<file path="src/rtl/sa_pkg.sv">
// Shared constants and state encoding for the 5x5 systolic tile sequencer.
package sa_pkg;
  localparam int unsigned SA_ARRAY   = 5;
  localparam int unsigned SA_K_DEPTH = 5;
  localparam int unsigned SA_PHASE_W = SA_ARRAY * SA_ARRAY;
  localparam int unsigned CNT_W      = 4;

  typedef enum logic [3:0] {
    S_IDLE  = 4'd0,
    S_LOAD  = 4'd1,
    S_FEED  = 4'd2,
    S_FLUSH = 4'd3,
    S_READ  = 4'd4,
    S_DRAIN = 4'd5,
    S_NEXT  = 4'd6,
    S_DONE  = 4'd7,
    S_ERR   = 4'd8
  } sa_state_e;
endpackage

</file>
<file path="src/rtl/sa_skew_gen.sv">
// Diagonal FIFO read-enable pattern: lane i reads for K_DEPTH cycles starting at f = i.
module sa_skew_gen
  import sa_pkg::*;
#(
  parameter int unsigned ARRAY   = SA_ARRAY,
  parameter int unsigned K_DEPTH = SA_K_DEPTH
) (
  input  logic [CNT_W-1:0] f,
  input  logic             en,
  output logic [ARRAY-1:0] rd_en
);
  logic [31:0] fi;

  assign fi = 32'(f);

  always_comb begin
    rd_en = '0;
    for (int unsigned i = 0; i < ARRAY; i++) begin
      rd_en[i] = en && (fi >= i) && (fi < i + K_DEPTH);
    end
  end
endmodule

</file>
<file path="src/rtl/sa_tile_scheduler.sv">
// Tile sequencer for the systolic array: load, skewed feed, flush, read, drain per tile.
module sa_tile_scheduler
  import sa_pkg::*;
#(
  parameter int unsigned ARRAY       = SA_ARRAY,
  parameter int unsigned K_DEPTH     = SA_K_DEPTH,
  parameter int unsigned ADDR_W      = 8,
  parameter int unsigned TILE_STRIDE = 25,
  parameter int unsigned TIMEOUT     = 255
) (
  input  logic                   clk,
  input  logic                   rst,
  input  logic                   start,
  input  logic [ADDR_W-1:0]      base_a,
  input  logic [ADDR_W-1:0]      base_b,
  input  logic [3:0]             num_tiles,
  output logic                   busy,
  output logic                   done,
  output logic                   error,
  output logic                   init_a,
  output logic                   init_b,
  output logic [ADDR_W-1:0]      base_a_out,
  output logic [ADDR_W-1:0]      base_b_out,
  input  logic                   com_a,
  input  logic                   com_b,
  output logic [ARRAY-1:0]       rd_en_a,
  output logic [ARRAY-1:0]       rd_en_b,
  output logic [ARRAY*ARRAY-1:0] pe_clr,
  output logic [ARRAY*ARRAY-1:0] pe_read,
  output logic [ARRAY*ARRAY-1:0] pe_write,
  output logic                   out_valid,
  output logic [2:0]             out_row,
  output logic [3:0]             tile_idx
);
  localparam int unsigned PW    = ARRAY * ARRAY;
  localparam int unsigned TMO_W = 8;
  localparam logic [CNT_W-1:0] FEED_LAST  = CNT_W'(K_DEPTH + ARRAY - 2);
  localparam logic [CNT_W-1:0] FLUSH_LAST = CNT_W'(2 * ARRAY - 2);
  localparam logic [CNT_W-1:0] DRAIN_LAST = CNT_W'(ARRAY - 1);
  localparam logic [TMO_W-1:0] TMO_LAST   = TMO_W'(TIMEOUT - 1);

  sa_state_e         state, state_d;
  logic [CNT_W-1:0]  cnt, cnt_d;
  logic [TMO_W-1:0]  tmo, tmo_d;
  logic              flag_a, flag_a_d, flag_b, flag_b_d;
  logic [3:0]        tile, tile_d, nt, nt_d;
  logic [ADDR_W-1:0] ba, ba_d, bb, bb_d;
  logic              err, err_d;

  logic              busy_d, done_d, init_d, out_valid_d;
  logic [2:0]        out_row_d;
  logic [3:0]        tile_idx_d;
  logic [ADDR_W-1:0] base_a_d, base_b_d;
  logic [PW-1:0]     pe_clr_d, pe_read_d, pe_write_d;
  logic [CNT_W-1:0]  f_d;
  logic [ARRAY-1:0]  skew_a_d, skew_b_d;

  always_comb begin
    state_d  = state;
    cnt_d    = cnt;
    tmo_d    = '0;
    flag_a_d = 1'b0;
    flag_b_d = 1'b0;
    tile_d   = tile;
    nt_d     = nt;
    ba_d     = ba;
    bb_d     = bb;
    err_d    = err;
    case (state)
      S_IDLE: begin
        if (start && num_tiles != '0) begin
          state_d = S_LOAD;
          ba_d    = base_a;
          bb_d    = base_b;
          nt_d    = num_tiles;
          tile_d  = '0;
          err_d   = 1'b0;
        end
      end
      S_LOAD: begin
        // completion wins over a timeout landing in the same cycle
        flag_a_d = flag_a | com_a;
        flag_b_d = flag_b | com_b;
        if (flag_a_d && flag_b_d) begin
          state_d  = S_FEED;
          cnt_d    = FEED_LAST;
          flag_a_d = 1'b0;
          flag_b_d = 1'b0;
        end else if (tmo == TMO_LAST) begin
          state_d  = S_ERR;
          err_d    = 1'b1;
          flag_a_d = 1'b0;
          flag_b_d = 1'b0;
        end else begin
          tmo_d = tmo + 1'b1;
        end
      end
      S_FEED: begin
        if (cnt == '0) begin
          state_d = S_FLUSH;
          cnt_d   = FLUSH_LAST;
        end else cnt_d = cnt - 1'b1;
      end
      S_FLUSH: begin
        if (cnt == '0) begin
          state_d = S_READ;
          cnt_d   = '0;
        end else cnt_d = cnt - 1'b1;
      end
      S_READ: begin
        state_d = S_DRAIN;
        cnt_d   = DRAIN_LAST;
      end
      S_DRAIN: begin
        if (cnt == '0) state_d = S_NEXT;
        else cnt_d = cnt - 1'b1;
      end
      S_NEXT: begin
        if ({1'b0, tile} + 5'd1 < {1'b0, nt}) begin
          tile_d  = tile + 4'd1;
          state_d = S_LOAD;
        end else state_d = S_DONE;
      end
      S_DONE:  state_d = S_IDLE;
      S_ERR:   state_d = S_IDLE;
      default: state_d = S_IDLE;
    endcase
  end

  // Outputs are decoded from the next state so the registered copies line up with it.
  assign f_d = FEED_LAST - cnt_d;

  sa_skew_gen #(.ARRAY(ARRAY), .K_DEPTH(K_DEPTH)) u_skew_a (
    .f(f_d), .en(state_d == S_FEED), .rd_en(skew_a_d)
  );
  sa_skew_gen #(.ARRAY(ARRAY), .K_DEPTH(K_DEPTH)) u_skew_b (
    .f(f_d), .en(state_d == S_FEED), .rd_en(skew_b_d)
  );

  always_comb begin
    busy_d      = state_d != S_IDLE;
    done_d      = (state_d == S_DONE) || (state == S_IDLE && start && num_tiles == '0);
    init_d      = (state_d == S_LOAD) && (state != S_LOAD);
    out_valid_d = state_d == S_DRAIN;
    out_row_d   = '0;
    if (state_d == S_DRAIN) out_row_d = 3'(cnt_d);
    pe_clr_d = '0;
    if (state_d inside {S_IDLE, S_LOAD, S_NEXT, S_DONE, S_ERR}) pe_clr_d = '1;
    pe_read_d = '0;
    if (state_d == S_READ) pe_read_d = '1;
    pe_write_d = '0;
    if (state_d == S_DRAIN) pe_write_d = '1;
    tile_idx_d = '0;
    base_a_d   = '0;
    base_b_d   = '0;
    if (state_d != S_IDLE) begin
      tile_idx_d = tile_d;
      base_a_d   = ba_d + ADDR_W'(32'(tile_d) * TILE_STRIDE);
      base_b_d   = bb_d + ADDR_W'(32'(tile_d) * TILE_STRIDE);
    end
  end

  always_ff @(posedge clk or posedge rst) begin
    if (rst) begin
      state  <= S_IDLE;
      cnt    <= '0;
      tmo    <= '0;
      flag_a <= 1'b0;
      flag_b <= 1'b0;
      tile   <= '0;
      nt     <= '0;
      ba     <= '0;
      bb     <= '0;
      err    <= 1'b0;
    end else begin
      state  <= state_d;
      cnt    <= cnt_d;
      tmo    <= tmo_d;
      flag_a <= flag_a_d;
      flag_b <= flag_b_d;
      tile   <= tile_d;
      nt     <= nt_d;
      ba     <= ba_d;
      bb     <= bb_d;
      err    <= err_d;
    end
  end

  always_ff @(posedge clk or posedge rst) begin
    if (rst) begin
      busy       <= 1'b0;
      done       <= 1'b0;
      error      <= 1'b0;
      init_a     <= 1'b0;
      init_b     <= 1'b0;
      base_a_out <= '0;
      base_b_out <= '0;
      rd_en_a    <= '0;
      rd_en_b    <= '0;
      pe_clr     <= '1;
      pe_read    <= '0;
      pe_write   <= '0;
      out_valid  <= 1'b0;
      out_row    <= '0;
      tile_idx   <= '0;
    end else begin
      busy       <= busy_d;
      done       <= done_d;
      error      <= err_d;
      init_a     <= init_d;
      init_b     <= init_d;
      base_a_out <= base_a_d;
      base_b_out <= base_b_d;
      rd_en_a    <= skew_a_d;
      rd_en_b    <= skew_b_d;
      pe_clr     <= pe_clr_d;
      pe_read    <= pe_read_d;
      pe_write   <= pe_write_d;
      out_valid  <= out_valid_d;
      out_row    <= out_row_d;
      tile_idx   <= tile_idx_d;
    end
  end
endmodule

</file>
<file path="config.mk">
export PLATFORM = sky130hd
export DESIGN_NAME = sa_tile_scheduler
export DESIGN_NICKNAME = d
export VERILOG_FILES = /design/src/rtl/sa_pkg.sv /design/src/rtl/sa_skew_gen.sv /design/src/rtl/sa_tile_scheduler.sv
export SDC_FILE = /design/constraint.sdc
export NUM_CORES = 1
export LEC_CHECK = 0
export CORE_MARGIN = 2
export CORE_UTILIZATION = 44
export CTS_CLUSTER_SIZE = 30
export DETAILED_ROUTE_END_ITERATION = 10
export PLACE_DENSITY = 0.75
export SYNTH_ARGS = -nofsm -noshare
export SYNTH_HDL_FRONTEND = slang
export SYNTH_HIERARCHICAL = 1
export SYNTH_SLANG_ARGS = --single-unit
</file>
<file path="constraint.sdc">
create_clock -name clk -period 4.55 [get_ports clk]
set_input_delay 0.455 -clock clk [delete_from_list [all_inputs] [get_ports clk]]
set_output_delay 0.455 -clock clk [all_outputs]
set_load 0.02 [all_outputs]
</file>
==> results of run 1 <==
repair_timing:
item | 4_1_cts | 5_1_grt
endpoints found under the hold margin | 0 | 0
setup endpoints to repair | 0 | 2
buffers inserted | 0 | 0
resized for setup | 0 | 2
cells in the mapped netlist, types with 2 or more instances:
cell      instances
inv_2             3
nor2b_1           9
fa_1              3
buf_2             6
o22ai_1           4
o31ai_1           2
and3_1            5
xnor2_1           9
nor3_1           14
nor2b_4           2
or3_1             3
buf_4            74
mux2i_1           5
dfrtp_1          81
mux2_4            2
nand3_1           7
ha_1             30
nor4b_2           3
and2_1            2
a211oi_1          3
nor3b_1           6
nand2_1          49
xor2_1            9
a21o_1            3
o41ai_1           2
a21boi_1          2
nand2b_1          6
o21a_1            6
a221o_1           2
o21ai_0          11
or2_1             2
o21ai_1           5
clkbuf_1          3
nor3b_2           2
inv_1            28
nor2_1           42
a21boi_0          3
a31oi_1           4
a21oi_1          13
critical path: stages (launching register included):
cell and delay [ns]:
dfrtp_1 0.43, ha_1 0.33, ha_1 0.28, a21boi_1 0.14, o21a_1 0.19, o21a_1 0.22
or2_1 0.28, a31oi_1 0.28, inv_1 0.15, ha_1 0.33, inv_1 0.06, fa_1 0.44
xnor2_1 0.22, ha_1 0.27, nor2_1 0.07, nor2_1 0.16, o41ai_2 0.11, xnor2_1 0.18
nor2b_4 0.15
metrics by stage:
step | cells | cell area [um2]
2_1_floorplan | 486 | 4750
3_3_place_gp | 681 | 5740
3_5_place_dp | 681 | 5740
4_1_cts | 697 | 5940
5_1_grt | 697 | 5950
6_report | 697 | 5950
cell type report:
class	instances	area [um2]
Fill cell	900	4460
Timing Repair Buffer	144	1430
Multi-Input combinational cell	288	1990
Clock inverter	2	35.0
Clock buffer	14	163
Inverter	31	118
Sequential cell	82	2050
Tap cell	136	170
cells by family after synthesis:
logic type / Yosys count / synth area share [%]
compound gates: 68 / 9.61
xor+xnor: 18 / 3.32
fa+ha+maj: 33 / 9.17
buf+inv: 116 / 15.3
flops: 82 / 43.2
mux: 7 / 1.69
simple gates: 162 / 17.7
path summary, 6_finish.rpt:
kind                            endpoint  slack, ns  depth (start not counted)
setup / recovery           base_a_out[7]       0.20                         18
hold reg to reg                   tmo[0]       0.48                          1
hold / removal                    tmo[0]       0.48                          1
max in group asynchronous     pe_clr[23]       3.03                          3
min in group asynchronous          nt[1]       0.59                          2
setup reg to reg           base_a_out[7]       0.20                         18
state kept, by name (all words and copies together) (netlist names), 3 cells and up:
name	cells
tile_idx	4
tile	4
state	4
base_a_out	8
cnt	4
rd_en_b	5
ba	8
out_row	3
rd_en_a	5
bb	8
tmo	8
base_b_out	8
nt	4
power breakdown:
group / switching (mW) / internal (mW) / total, mW / leakage [nW]
Sequential: 0.164 / 0.973 / 1.14 / 1.07
Clock: 0.251 / 0.284 / 0.535 / 0.101
Combinational: 1.54 / 1.19 / 2.74 / 1.55
per-layer routing:
| metal | vias to the layer above | part of all wire (%) |
|---|---|---|
| met5 | - | 0 |
| met4 | 0 | 1.7 |
| met3 | 17 | 6.8 |
| met2 | 137 | 51 |
| met1 | 1688 | 40 |
| li1 | 1694 | - |
==> impl_metrics.py, run 1 <==
metrics = {
    "grt": {
        "antenna_found_initial": 0,
        "use_met1_pct": 21.5,
        "busiest_layer": "met2",
        "grt_pass1_wl_um": 16500,
        "grt_use_met3_pct": 4.90,
        "met2_usage_pct": 32.1,
        "grt_start_max_net_pins": 55,
        "grt_overflow_total": 0,
        "grt_pass1_vias": 3464,
        "grtUsageTotal_pct": 18.2,
    },
    "synthesis": {
        "netlist_area_um2": 4750,
        "synth.avg_cell_area_um2": 9.77,
        "synth_ff_type": "dfrtp_1",
        "synth-async-reset-ratio_pct": 100,
        "synth.area.top_cells": "dfrtp_1 43%, buf_4 12%, ha_1 7.9%, nand2_1 3.9%, nor2_1 3.3%",
        "yosys.area.top_type": "dfrtp_1",
        "yosysWarningCount": 6,
        "synth_seq_cells": 82,
        "synth_top_area_share_pct": 42.7,
        "postSynthCellCount": 486,
        "synth_edf_count": 0,
        "synth_seq_area_share_pct": 43.2,
        "synth.distinct_cells": 60,
        "mappedNetlistNets": 544,
    },
    "placement": {
        "dp_hpwl_um": 7440,
        "pre_cts_ws_ns": 0.257,
        "gp_congestion": 0.783,
        "port_buffers": 138,
    },
    "cts": {
        "cts.reportedPaths.clkPinSlew_ns": 0.08,
        "cts_buffers": 9,
        "cts.sinks": 82,
        "cts_buffer_depth": 2,
        "cts_hold_buf": 0,
        "clk_latency_ns": 0.35,
        "htree_levels": 3,
        "root_buffer": "clkbuf_8",
        "tritoncts": "yes",
    },
    "critical_path": {
        "path_max_fanout": 5,
        "reg2reg_from": "tile[0]",
        "cp.arrival_ns": 4.64,
        "crit_type": "flip-flop to flip-flop",
        "worstPathRequired_ns": 4.84,
        "endpoint_kind": "flip-flop",
        "cp-start-kind": "flip-flop",
        "crit_path_start": "tile[0]",
    },
    "floorplanning": {
        "die_x_um": 108,
        "core_um2": 10400,
        "io_pins": 139,
        "initial_core_util_pct": 45.6,
        "die_h_um": 108,
        "die-area_um2": 11600,
        "rows": 37,
    },
    "final_layout": {
        "layout_commonest_cell": "clkdlybuf4s50_1",
        "area_growth_pct": 25.4,
        "drive_above_1_share_pct": 7.66,
        "n_antenna_cell": 0,
        "final_util_pct": 57.2,
        "final_cell_mix": "138 x clkdlybuf4s50_1, 81 x dfrtp_1, 49 x nand2_1",
        "layout.nets": 614,
    },
    "sta": {
        "tns_ns": 0,
        "skew_ns": 0.00693,
        "worst_slack_ns": 0.205,
        "grt_setup_unrepaired": "yes",
        "max_freq_mhz": 230,
        "finalSetupViolCount": 0,
        "maxSlewHeadroom_pct": 39.1,
        "final_hold_viol_count": 0,
        "max_slew.worst_pin.slew_ns": 0.912,
        "final-max-slew-violation-count": 0,
        "period_needed_ns": 4.35,
        "holdWs_ns": 0.482,
        "period_share_pct": 95.5,
    },
    "drt": {
        "firstDrtPassIters": 4,
        "ant_nets": 0,
        "via_per_inst": 5.07,
        "drtIter0Drc": 221,
        "remaining_drc_errors": 0,
        "vias": 3536,
        "totalWireLength_um": 10100,
        "wire_per_inst_um": 14.4,
    },
    "job": {
        "drv_cap": 0,
    },
    "worst_hold_path": {
        "hold_class": "flip-flop to flip-flop",
        "min_from": "tmo[0]",
    },
    "pwr": {
        "power.density_nw_per_um2": 740,
        "report.power.total_mw": 4.41,
        "ir_drop_v": 0.000449,
        "leakagePower_nw": 2.73,
    },
    "outcome": {
        "status": "completed",
    },
}
Power figures use the tool's default switching activity.
==> inputs of run 2 (changes only) <==
==> constraint.sdc (replaced) <==
create_clock -name clk -period 4.55 [get_ports clk]
set_input_delay 0.455 -clock clk [delete_from_list [all_inputs] [get_ports clk]]
set_output_delay 0.455 -clock clk [all_outputs]
set_load 0.005 [all_outputs]
==> results of run 2 <==
Same layout as run 1 (identical final DEF). Status: completed.
Main changes from that run: total power 4.41 mW -> 4.08 mW; worst IR drop on VDD 0.000449 V -> 0.000369 V
